===== config.mk =====
export PLATFORM = sky130hd
export DESIGN_NAME = shop_engine_mp_flat
export DESIGN_NICKNAME = d
export VERILOG_FILES = /design/src/rtl/shop_engine_mp_if.sv /design/src/rtl/shop_engine_mp.sv /design/src/flat_wrapper.sv
export SDC_FILE = /design/constraint.sdc
export NUM_CORES = 1
export LEC_CHECK = 0
export ABC_AREA = 1
export ABC_CLOCK_PERIOD_IN_PS = 14200
export CORE_AREA = 4 4 161 241
export CTS_CLUSTER_SIZE = 8
export DETAILED_ROUTE_END_ITERATION = 7
export DIE_AREA = 0 0 165 245
export GPL_TIMING_DRIVEN = 1
export PLACE_DENSITY = 0.56
export SLEW_MARGIN = 30
export SYNTH_ARGS = -nofsm -noshare
export SYNTH_HDL_FRONTEND = slang
export SYNTH_SLANG_ARGS = --single-unit

===== constraint.sdc =====
create_clock -name clk -period 14.2 [get_ports clk]
set_input_delay 2.13 -clock clk [delete_from_list [all_inputs] [get_ports clk]]
set_output_delay 2.13 -clock clk [all_outputs]
set_load 0.02 [all_outputs]

===== src/rtl/shop_engine_mp_if.sv =====
// ---------------------------------------------------------------------------
// shop_engine_mp_if -- buy request / purchase result bundle for shop_engine_mp.
//
// Signals (NUM_PLAYERS lanes, player p in lane p):
//   buy_valid    request strobe, one request per high cycle
//   buy_code     flattened item codes, player p at [p*CODE_W +: CODE_W]
//   grant        one-cycle pulse: purchase succeeded
//   grant_code   item code that was granted (0 when no grant)
//   charged      amount debited for the grant (0 when no grant)
//   err_invalid  pulse: item code out of range
//   err_stock    pulse: item out of stock
//   err_credit   pulse: insufficient credit
//
// Modports: master = player/request side, slave = shop engine.
// ---------------------------------------------------------------------------
interface shop_engine_mp_if #(
   parameter int NUM_PLAYERS = 2,
   parameter int CODE_W      = 3,
   parameter int CREDIT_W    = 10
);
   logic [NUM_PLAYERS-1:0]          buy_valid;
   logic [NUM_PLAYERS*CODE_W-1:0]   buy_code;
   logic [NUM_PLAYERS-1:0]          grant;
   logic [NUM_PLAYERS*CODE_W-1:0]   grant_code;
   logic [NUM_PLAYERS*CREDIT_W-1:0] charged;
   logic [NUM_PLAYERS-1:0]          err_invalid;
   logic [NUM_PLAYERS-1:0]          err_stock;
   logic [NUM_PLAYERS-1:0]          err_credit;

   modport master (
      output buy_valid, buy_code,
      input  grant, grant_code, charged, err_invalid, err_stock, err_credit
   );

   modport slave (
      input  buy_valid, buy_code,
      output grant, grant_code, charged, err_invalid, err_stock, err_credit
   );
endinterface


===== src/rtl/shop_engine_mp.sv =====
// ---------------------------------------------------------------------------
// shop_engine_mp -- shop-phase purchase engine for NUM_PLAYERS players.
//
// Tracks per-player credit and item stock (per-player counters or one shared
// pool per item), applies the last round winner's moves-to-win discount and
// arbitrates shared-stock contention round-robin.
//
// Ports:
//   clk, rst      clock, synchronous active-high reset
//   phase_shop    requests are accepted only while high
//   price_flat    base prices, item i at [i*CREDIT_W +: CREDIT_W]
//   disc_load     pulse: latch disc_winner / disc_moves as the new discount
//   disc_winner   winning player index
//   disc_moves    moves-to-win of the finished round
//   credit_flat   current credits, player p at [p*CREDIT_W +: CREDIT_W]
//   stock_flat    shared pool (shared mode) or player 0's counters
//   bus           request/result bundle (slave side)
//
// Every request sampled at a clock edge is resolved combinationally and its
// result registered at that same edge together with credit/stock updates.
// ---------------------------------------------------------------------------
module shop_engine_mp #(
   parameter int NUM_PLAYERS  = 2,
   parameter int NUM_ITEMS    = 5,
   parameter int CODE_W       = 3,
   parameter int CREDIT_W     = 10,
   parameter int STOCK_W      = 3,
   parameter int INIT_CREDIT  = 500,
   parameter int INIT_STOCK   = 5,
   parameter int SHARED_STOCK = 0,
   parameter int BAND1_MAX    = 6,
   parameter int BAND2_MAX    = 9,
   parameter int MULT1        = 80,
   parameter int MULT2        = 90,
   parameter int MULT3        = 95
) (
   input  logic                            clk,
   input  logic                            rst,
   input  logic                            phase_shop,
   input  logic [NUM_ITEMS*CREDIT_W-1:0]   price_flat,
   input  logic                            disc_load,
   input  logic [1:0]                      disc_winner,
   input  logic [7:0]                      disc_moves,
   output logic [NUM_PLAYERS*CREDIT_W-1:0] credit_flat,
   output logic [NUM_ITEMS*STOCK_W-1:0]    stock_flat,
   shop_engine_mp_if.slave                 bus
);

   localparam int PIDX_W = (NUM_PLAYERS > 1) ? $clog2(NUM_PLAYERS) : 1;
   localparam int MUL_W  = CREDIT_W + 7;

   typedef logic [PIDX_W-1:0]   pidx_t;
   typedef logic [PIDX_W:0]     pos_t;
   typedef logic [CODE_W-1:0]   code_t;
   typedef logic [CODE_W:0]     codex_t;
   typedef logic [CREDIT_W-1:0] credit_t;
   typedef logic [STOCK_W-1:0]  stock_t;
   typedef logic [MUL_W-1:0]    wide_t;
   typedef logic [6:0]          mult_t;

   // state
   credit_t credit_q [NUM_PLAYERS];
   stock_t  stock_q  [NUM_PLAYERS][NUM_ITEMS];
   pidx_t   rr_ptr;
   mult_t   mult_q;
   logic [1:0] winner_q;

   // registered results
   logic [NUM_PLAYERS-1:0] grant_q, err_inv_q, err_stk_q, err_cr_q;
   code_t   gcode_q   [NUM_PLAYERS];
   credit_t charged_q [NUM_PLAYERS];

   // next-state / next-result
   credit_t credit_d [NUM_PLAYERS];
   stock_t  stock_d  [NUM_PLAYERS][NUM_ITEMS];
   pidx_t   rr_d;
   logic [NUM_PLAYERS-1:0] grant_d, err_inv_d, err_stk_d, err_cr_d;
   code_t   gcode_d   [NUM_PLAYERS];
   credit_t charged_d [NUM_PLAYERS];

   // unpacked views of the flat inputs
   code_t   code_a  [NUM_PLAYERS];
   credit_t price_a [NUM_ITEMS];

   // per-cycle arbitration bookkeeping
   logic [NUM_ITEMS-1:0] item_hit;
   pidx_t   item_win [NUM_ITEMS];
   logic    cont;
   pidx_t   cont_win;
   pos_t    pos;
   pidx_t   p, s;
   code_t   c;
   mult_t   m;
   wide_t   eff;

   always_comb begin
      for (int unsigned q = 0; q < NUM_PLAYERS; q++)
         code_a[q] = bus.buy_code[q*CODE_W +: CODE_W];
      for (int unsigned i = 0; i < NUM_ITEMS; i++)
         price_a[i] = price_flat[i*CREDIT_W +: CREDIT_W];
   end

   // Requests are walked in priority order starting at rr_ptr. Each one sees
   // the stock/credit left over by the requests ahead of it, so grants within
   // a cycle can never overdraw a pool or a credit balance.
   always_comb begin
      credit_d  = credit_q;
      stock_d   = stock_q;
      rr_d      = rr_ptr;
      grant_d   = '0;
      err_inv_d = '0;
      err_stk_d = '0;
      err_cr_d  = '0;
      for (int unsigned q = 0; q < NUM_PLAYERS; q++) begin
         gcode_d[q]   = '0;
         charged_d[q] = '0;
      end
      item_hit = '0;
      for (int unsigned i = 0; i < NUM_ITEMS; i++)
         item_win[i] = '0;
      cont     = 1'b0;
      cont_win = '0;
      pos      = '0;
      p        = '0;
      s        = '0;
      c        = '0;
      m        = '0;
      eff      = '0;

      if (phase_shop) begin
         for (int unsigned k = 0; k < NUM_PLAYERS; k++) begin
            pos = pos_t'(rr_ptr) + pos_t'(k);
            if (pos >= pos_t'(NUM_PLAYERS))
               pos = pos - pos_t'(NUM_PLAYERS);
            p = pidx_t'(pos);
            c = code_a[p];
            s = (SHARED_STOCK != 0) ? '0 : p;
            m = (winner_q == 2'(p)) ? mult_q : 7'd100;
            if (bus.buy_valid[p]) begin
               if (codex_t'(c) >= codex_t'(NUM_ITEMS)) begin
                  err_inv_d[p] = 1'b1;
               end else begin
                  eff = (wide_t'(price_a[c]) * wide_t'(m)) / wide_t'(100);
                  if (stock_d[s][c] == '0) begin
                     err_stk_d[p] = 1'b1;
                     // lost to an earlier grant of the same pool item
                     if ((SHARED_STOCK != 0) && item_hit[c]) begin
                        cont     = 1'b1;
                        cont_win = item_win[c];
                     end
                  end else if (eff > wide_t'(credit_d[p])) begin
                     err_cr_d[p] = 1'b1;
                  end else begin
                     grant_d[p]    = 1'b1;
                     gcode_d[p]    = c;
                     charged_d[p]  = credit_t'(eff);
                     credit_d[p]   = credit_d[p] - credit_t'(eff);
                     stock_d[s][c] = stock_d[s][c] - stock_t'(1);
                     item_hit[c]   = 1'b1;
                     item_win[c]   = p;
                  end
               end
            end
         end

         if (cont) begin
            pos = pos_t'(cont_win) + pos_t'(1);
            if (pos >= pos_t'(NUM_PLAYERS))
               pos = '0;
            rr_d = pidx_t'(pos);
         end
      end
   end

   always_ff @(posedge clk) begin
      if (rst) begin
         for (int unsigned q = 0; q < NUM_PLAYERS; q++) begin
            credit_q[q]  <= credit_t'(INIT_CREDIT);
            gcode_q[q]   <= '0;
            charged_q[q] <= '0;
            for (int unsigned i = 0; i < NUM_ITEMS; i++)
               stock_q[q][i] <= stock_t'(INIT_STOCK);
         end
         rr_ptr    <= '0;
         mult_q    <= 7'd100;
         winner_q  <= '0;
         grant_q   <= '0;
         err_inv_q <= '0;
         err_stk_q <= '0;
         err_cr_q  <= '0;
      end else begin
         credit_q  <= credit_d;
         stock_q   <= stock_d;
         rr_ptr    <= rr_d;
         grant_q   <= grant_d;
         gcode_q   <= gcode_d;
         charged_q <= charged_d;
         err_inv_q <= err_inv_d;
         err_stk_q <= err_stk_d;
         err_cr_q  <= err_cr_d;
         // buys in this same cycle already used the old multiplier above
         if (disc_load) begin
            winner_q <= disc_winner;
            if (disc_moves <= 8'(BAND1_MAX))
               mult_q <= mult_t'(MULT1);
            else if (disc_moves <= 8'(BAND2_MAX))
               mult_q <= mult_t'(MULT2);
            else
               mult_q <= mult_t'(MULT3);
         end
      end
   end

   assign bus.grant       = grant_q;
   assign bus.err_invalid = err_inv_q;
   assign bus.err_stock   = err_stk_q;
   assign bus.err_credit  = err_cr_q;

   always_comb begin
      for (int unsigned q = 0; q < NUM_PLAYERS; q++) begin
         bus.grant_code[q*CODE_W +: CODE_W] = gcode_q[q];
         bus.charged[q*CREDIT_W +: CREDIT_W] = charged_q[q];
         credit_flat[q*CREDIT_W +: CREDIT_W] = credit_q[q];
      end
      for (int unsigned i = 0; i < NUM_ITEMS; i++)
         stock_flat[i*STOCK_W +: STOCK_W] = stock_q[0][i];
   end

endmodule


===== src/flat_wrapper.sv =====
// flat-port wrapper written by rule: the top's interface ports become plain ports
module shop_engine_mp_flat 
#(
   parameter int NUM_PLAYERS  = 2,
   parameter int NUM_ITEMS    = 5,
   parameter int CODE_W       = 3,
   parameter int CREDIT_W     = 10,
   parameter int STOCK_W      = 3,
   parameter int INIT_CREDIT  = 500,
   parameter int INIT_STOCK   = 5,
   parameter int SHARED_STOCK = 0,
   parameter int BAND1_MAX    = 6,
   parameter int BAND2_MAX    = 9,
   parameter int MULT1        = 80,
   parameter int MULT2        = 90,
   parameter int MULT3        = 95
)
  (clk, rst, phase_shop, price_flat, disc_load, disc_winner, disc_moves, credit_flat, stock_flat, bus_buy_valid, bus_buy_code, bus_grant, bus_grant_code, bus_charged, bus_err_invalid, bus_err_stock, bus_err_credit);
  shop_engine_mp_if #(.NUM_PLAYERS(NUM_PLAYERS), .CODE_W(CODE_W), .CREDIT_W(CREDIT_W)) bus_i ();
  input  logic clk;
  input  logic rst;
  input  logic phase_shop;
  input  logic [NUM_ITEMS*CREDIT_W-1:0] price_flat;
  input  logic disc_load;
  input  logic [1:0] disc_winner;
  input  logic [7:0] disc_moves;
  output logic [NUM_PLAYERS*CREDIT_W-1:0] credit_flat;
  output logic [NUM_ITEMS*STOCK_W-1:0] stock_flat;
  input wire logic [$bits(bus_i.buy_valid)-1:0] bus_buy_valid;
  input wire logic [$bits(bus_i.buy_code)-1:0] bus_buy_code;
  output wire logic [$bits(bus_i.grant)-1:0] bus_grant;
  output wire logic [$bits(bus_i.grant_code)-1:0] bus_grant_code;
  output wire logic [$bits(bus_i.charged)-1:0] bus_charged;
  output wire logic [$bits(bus_i.err_invalid)-1:0] bus_err_invalid;
  output wire logic [$bits(bus_i.err_stock)-1:0] bus_err_stock;
  output wire logic [$bits(bus_i.err_credit)-1:0] bus_err_credit;
  assign bus_i.buy_valid = bus_buy_valid;
  assign bus_i.buy_code = bus_buy_code;
  assign bus_grant = bus_i.grant;
  assign bus_grant_code = bus_i.grant_code;
  assign bus_charged = bus_i.charged;
  assign bus_err_invalid = bus_i.err_invalid;
  assign bus_err_stock = bus_i.err_stock;
  assign bus_err_credit = bus_i.err_credit;
  shop_engine_mp #(.NUM_PLAYERS(NUM_PLAYERS), .NUM_ITEMS(NUM_ITEMS), .CODE_W(CODE_W), .CREDIT_W(CREDIT_W), .STOCK_W(STOCK_W), .INIT_CREDIT(INIT_CREDIT), .INIT_STOCK(INIT_STOCK), .SHARED_STOCK(SHARED_STOCK), .BAND1_MAX(BAND1_MAX), .BAND2_MAX(BAND2_MAX), .MULT1(MULT1), .MULT2(MULT2), .MULT3(MULT3)) u_core (.clk(clk), .rst(rst), .phase_shop(phase_shop), .price_flat(price_flat), .disc_load(disc_load), .disc_winner(disc_winner), .disc_moves(disc_moves), .credit_flat(credit_flat), .stock_flat(stock_flat), .bus(bus_i));
endmodule

# Word-level counts from Yosys, hierarchy flattened
# Index checks and enable logic that the tools add are counted.
[word_totals]
regBits = 93
input_bits = 72
output_inout_bits = 69
elab_cells = 202
[op_classes]
n_addsub = 4
mul = 2
n_div = 2
magnitude_cmp = 18
eq_ne = 2
n_mux = 132
bitwise_logic = 11
n_reduce_logical = 9
[ops]
columns = ["op", "n"]
rows = [
  ["$mux W20", 18],
  ["$mux W30", 9],
  ["$mux W10", 12],
  ["$mux W15", 8],
  ["$bmux W10 S3", 2],
  ["$bwmux W20", 3],
  ["$bwmux W30", 2],
  ["$mux W2", 30],
  ["$mux W6", 9],
  ["$mux W3", 15],
  ["$div A17 B7 Y17 const B", 2],
  ["$gt A17 B10 Y1", 2],
  ["$mul A10 B7 Y17", 2],
  ["$demux W15 S1", 2],
  ["$mux W7", 3],
  ["$and A20 B20 Y20", 1],
  ["$demux W10 S1", 2],
  ["$sub A10 B10 Y10", 2],
  ["$bmux W3 S3", 2],
  ["$demux W3 S3", 2],
  ["$ge A4 B4 Y1 const B", 2],
  ["$le A8 B3 Y1 const B", 1],
  ["$le A8 B4 Y1 const B", 1],
  ["$lt A4 B1 Y1 const B", 2],
  ["other kinds (19)", 46],
]

# Longest topological paths before layout
# Gate-level depths: netlist (run 1).
[depth]
word_depth = 30
mapped_depth = 98
mapped_depth_nobuf = 98

# Worst setup path after synthesis (run 1)
# OpenSTA, ideal clock, no wires.
[synth_timing]
kind = "input port to flip-flop"
startpoint = "input port bus_buy_code[1]"
endpoint = "register u_core.stock_q (netlist bit u_core.stock_flat[11])"
setup_time_ns = 0.134
arrival_time_ns = 12.508
required_ns = 14.066
path_slack_ns = 1.558
cell_stages = 86
path_buffers = 2
path_cell_list = "nor2_1 inv_1 nor2_1 inv_1 clkbuf_1 o22ai_1 a211oi_1 nor2_1 fa_1 inv_1 fa_1 inv_1 fa_1 inv_1 fa_1 inv_1 ha_1 a21oi_1 (+50 left out) ha_1 o21ai_0 a21o_1 a21oi_1 nor2_1 a211oi_1 o21ai_0 nand2_1 inv_1 o21ai_0 nand4_1 nor2_1 inv_1 clkbuf_1 nor2_1 inv_1 nand2_1 nand3_1"
[synth_via]
elab_chain_cells = 28
word_cells_on_any_way = 70
classes_between = "add/sub: 3; mul: 2; div: 2; order compare: 8; mux: 49; bitwise: 2; reduce/logical: 4"
[synth_rtl]
columns = ["item", "line", "source"]
rows = [
  ["start, declared", "flat_wrapper.sv:30", "input wire logic [$bits(bus_i.buy_code)-1:0] bus_buy_code;"],
  ["parallel branches: the longest is 27 deep, another holds $mul A10 B7 Y17", "--", ""],
  ["$mux W30 *", "shop_engine_mp.sv:139", "if (bus.buy_valid[p]) begin"],
  ["end signal, assigned by index", "shop_engine_mp.sv:182", "stock_q[q][i] <= stock_t'(INIT_STOCK);"],
  ["end signal, assigned", "shop_engine_mp.sv:193", "stock_q <= stock_d;"],
  ["end, declared", "shop_engine_mp.sv:63", "stock_t stock_q [NUM_PLAYERS][NUM_ITEMS];"],
]
# Every way passes the cells marked *. The select of a mux whose other input is x is not followed.
# A chain may end at the register's enable or synchronous reset.

# Worst setup path after layout (run 1)
[layout_timing]
startpoint = "input port bus_buy_code[1]"
endpoint = "register u_core.stock_q (netlist bit u_core.stock_flat[3])"
# The elaborated chain is that of the path after synthesis.

==> results of run 1 <==
[metrics by stage]
step                TNS, ns  hold slack, ns  cells
floorplan                 0           0.441   1927
global placement      -2.94           0.455   2672
detailed placement    -9.12           0.459   2672
CTS                       0           0.478   2688
global route          -1.31           0.493   2728
finish                    0           0.476   2728
[cell usage in the layout (no fill, tap or decap), drive strengths merged, types with 4 or more instances in the layout]
cell / synthesis / routed
o221ai: 5 / 5
diode: 0 / 4
a221oi: 12 / 12
nand3b: 7 / 7
clkdlybuf4s50: 0 / 134
a21oi: 77 / 77
fa: 80 / 80
o211ai: 24 / 24
nor3: 11 / 11
clkinvlp: 0 / 7
clkbuf: 17 / 13
xor2: 28 / 28
nand4: 45 / 45
a21o: 5 / 5
a31oi: 4 / 4
a211oi: 5 / 5
o22ai: 6 / 6
a32o: 4 / 4
nand3: 119 / 119
dfxtp: 91 / 91
xnor2: 10 / 10
o21ai: 94 / 94
ha: 112 / 112
nand2: 526 / 526
inv: 399 / 401
buf: 17 / 187
clkinv: 6 / 6
nor2: 203 / 203
or2: 6 / 6
[worst reg2reg max path: cells and delay by family (launching register included)]
| family | cells | cell delay (ns) |
|---|---|---|
| buf+inv | 14 | 1.44 |
| simple gates | 63 | 6.38 |
| fa+ha+maj | 6 | 2.55 |
| flops | 1 | 0.32 |
| compound gates | 6 | 0.86 |
[Yosys cell counts (6+ instances only)]
library cell,n
nor3_1,9
inv_2,34
nand2_2,73
nand3_2,13
a21oi_1,73
ha_1,112
o211ai_1,24
buf_4,15
xor2_1,27
nor2_1,193
clkbuf_1,17
xnor2_1,10
o21ai_1,20
nand2_4,29
nand3_1,104
o22ai_1,6
inv_1,364
dfxtp_1,91
or2_2,6
nand2_1,423
nand4_2,11
nand4_1,34
a221oi_1,12
fa_1,80
nor2_4,7
o21ai_0,73
nand3b_1,7
[cell type report]
cell class	instances	area [µm²]	share of cell area, %
multi-input combinational	1397	9490	57.0
timing repair buffer	329	2860	17.2
sequential	91	1820	10.9
inverter	405	1540	9.27
tap	484	606	3.64
clock buffer	9	225	1.35
clock inverter	7	83.8	0.504
timing repair inverter	2	12.5	0.0752
antenna	4	10.0	0.0601
[logic make-up after synthesis]
group / Yosys count
and+or+nand+nor: 922
buffers and inverters: 439
xor gates and xnor gates: 38
adders and majority gates: 192
DFF: 91
AOI/OAI and AO/OA: 245
[sequential cells by signal, indices dropped and copies added (netlist names), 5 cells and up]
register / count
u_core.bus.charged: 20
u_core.bus.grant_code: 6
u_core.credit_flat: 20
u_core.mult_q: 5
u_core.stock_flat: 15
u_core.stock_q: 15
[routing by layer]
metal  vias to the layer above  global-route usage, %
met2                       259                   40.3
li1                       6683                      -
met5                         -                      0
met4                         0                   9.89
met3                       101                   2.02
met1                      6106                   20.1
[worst max-delay path by stage]
stage,startpoint,endpoint,slack (ns),cells past startpoint
floorplan,bus_buy_code[1],u_core.stock_flat[11],1.56,86
global placement,bus_buy_code[5],u_core.stock_q[5],-0.19,90
detailed placement,bus_buy_code[5],u_core.stock_q[5],-0.46,89
CTS,bus_buy_code[1],u_core.stock_flat[12],0.13,86
global route,bus_buy_code[1],u_core.stock_flat[1],-0.11,93
finish,bus_buy_code[1],u_core.stock_flat[3],0.93,94
[what timing repair did]
| action | 4_1_cts | 5_1_grt |
|---|---|---|
| setup buffers | 0 | 32 |
| pin swaps | 0 | 19 |
| cloned | 0 | 3 |
| setup endpoints to repair | 7 | 78 |
| gates resized for setup | 1 | 92 |
==> results.py, run 1 <==
metrics = {
    "outcome": {
        "status": "finished clean",
    },
    "yosys": {
        "synthAdderAreaFrac_pct": 23.5,
        "synthMuxAreaShare_pct": 0,
        "synth_area_leaders": "dfxtp_1 (14%), fa_1 (13%), nand2_1 (12%)",
        "syn-cell-area_mm2": 0.0128,
        "ys_types": 53,
        "yosys.area_share.simple_pct": 34.8,
        "yosys.area.top_type_share_pct": 14.3,
        "synth_seq_cells": 91,
        "yosysSeqAreaShare_pct": 14.3,
        "synth_edf_count": 0,
        "syn_avg_cell_area_um2": 6.63,
        "synth_top_flop_cell": "dfxtp_1",
        "yosys.area.top_type": "dfxtp_1",
        "syn_nets": 2191,
        "ys_warn_count": 0,
        "synth_xor_xnor_area_share_pct": 2.67,
        "ys_async_sr_fraction_pct": 0,
        "synth_top_family_by_area": "simple AND/OR/NAND/NOR gates",
        "synth-compound-area-share_pct": 11.4,
        "synthCells": 1927,
    },
    "setup_path": {
        "crit_slowest_cell": "fa_1",
        "cp-start-kind": "input port",
        "cpPeakStageDelay_ns": 0.54,
        "worstPathMaxFanout": 6,
        "critPathCaptureType": "flop",
        "r2r_slack_ns": 2.53,
        "critPathMostFrequentCell": "nand2_2",
        "critPathKind": "in2reg",
        "critical_path_arrival_ns": 13.52,
        "crit_buf_inv": 18,
        "reg2reg_from": "u_core.winner_q[0]",
        "worstPathRequired_ns": 14.45,
        "r2r-end": "u_core.stock_flat[3]",
        "reg2reg_depth": 89,
        "crit_family": "simple AND/OR/NAND/NOR gates",
    },
    "routing": {
        "ant_nets": 0,
        "met1_length_um": 14700,
        "vias": 13100,
        "drt-vias-per-instance": 4.82,
        "top_layer_used": "met4",
        "dr_wl_met3_um": 1010,
        "drt_iter0_drc": 586,
        "firstDrtPassIters": 5,
        "routed_wl_um": 40500,
        "wl_met2_um": 22800,
        "wl_per_cell_um": 14.8,
        "drc": 0,
    },
    "clocking": {
        "cts.clk_slew.worst_paths_ns": 0.08,
        "cts_tree": "yes",
        "cts_made_buffers": 9,
        "cts_buffer_depth": 2,
        "cts_hold_buf": 0,
        "insertion_delay_ns": 0.38,
        "root_buffer": "clkbuf_16",
        "cts_htree_levels": 3,
        "clock_sinks": 91,
    },
    "placed_design": {
        "io_buffers": 140,
        "gp_congestion": 0.912,
        "postPlaceCellArea_mm2": 0.0158,
        "dp_worst_setup_slack_ns": -0.460,
        "dpl.hpwl_um": 34300,
    },
    "sta": {
        "relSlewSlack_pct": 44.3,
        "fin_crit_sh_pct": 93.4,
        "hold_viol": 0,
        "timing.fmax_ghz": 0.0754,
        "clock_skew_ns": 0.00860,
        "fin_ws_ns": 0.934,
        "final_max_slew_viol_count": 0,
        "worstMarginPinSlew_ns": 0.833,
        "min_period_ns": 13.27,
        "setup_viol": 0,
    },
    "cells_and_area": {
        "final_util_pct": 45.4,
        "fillers": 3792,
        "area_delta_synth_final_pct": 30.4,
        "drive_gt1_share_pct": 20.7,
        "stdcell_area_mm2": 0.0166,
        "nNetsFinal": 2499,
    },
    "hold_path": {
        "hold_path.startpoint": "u_core.stock_q[8]",
        "holdPathStages": 2,
        "min_to": "u_core.stock_q[8]",
        "holdCritPathClass": "reg2reg",
    },
    "floorplanning": {
        "start_util_pct": 34.8,
        "dieArea_mm2": 0.0404,
        "ioPinCount": 141,
        "die_h_um": 245,
        "placeableCoreArea_mm2": 0.0367,
        "die_x_um": 165,
        "rows": 86,
    },
    "global_route": {
        "grt-ovfl-total": 0,
        "antenna_found_initial": 3,
        "grt_pass1_wl_um": 65300,
        "grt_pass1_vias": 13300,
        "grt_max_degree": 38,
        "grt_use_total_pct": 20.2,
    },
    "flow_run": {
        "cap_viol_max_count": 0,
    },
}
Power of run 1 is not shown: default switching activity piles up to over one toggle a cycle in this logic, so the estimate is an artifact.
==> inputs of run 2 (changes only) <==
--- a/config.mk
+++ b/config.mk
@@ -8,7 +8,7 @@
 export ABC_AREA = 1
 export ABC_CLOCK_PERIOD_IN_PS = 14200
 export CORE_AREA = 4 4 161 241
-export CTS_CLUSTER_SIZE = 8
+export CTS_CLUSTER_SIZE = 10
 export DETAILED_ROUTE_END_ITERATION = 7
 export DIE_AREA = 0 0 165 245
 export GPL_TIMING_DRIVEN = 1
==> results of run 2 <==
The final DEF is identical to that of run 1; final timing and power are the same.
Power of run 2 is left out for the same reason.
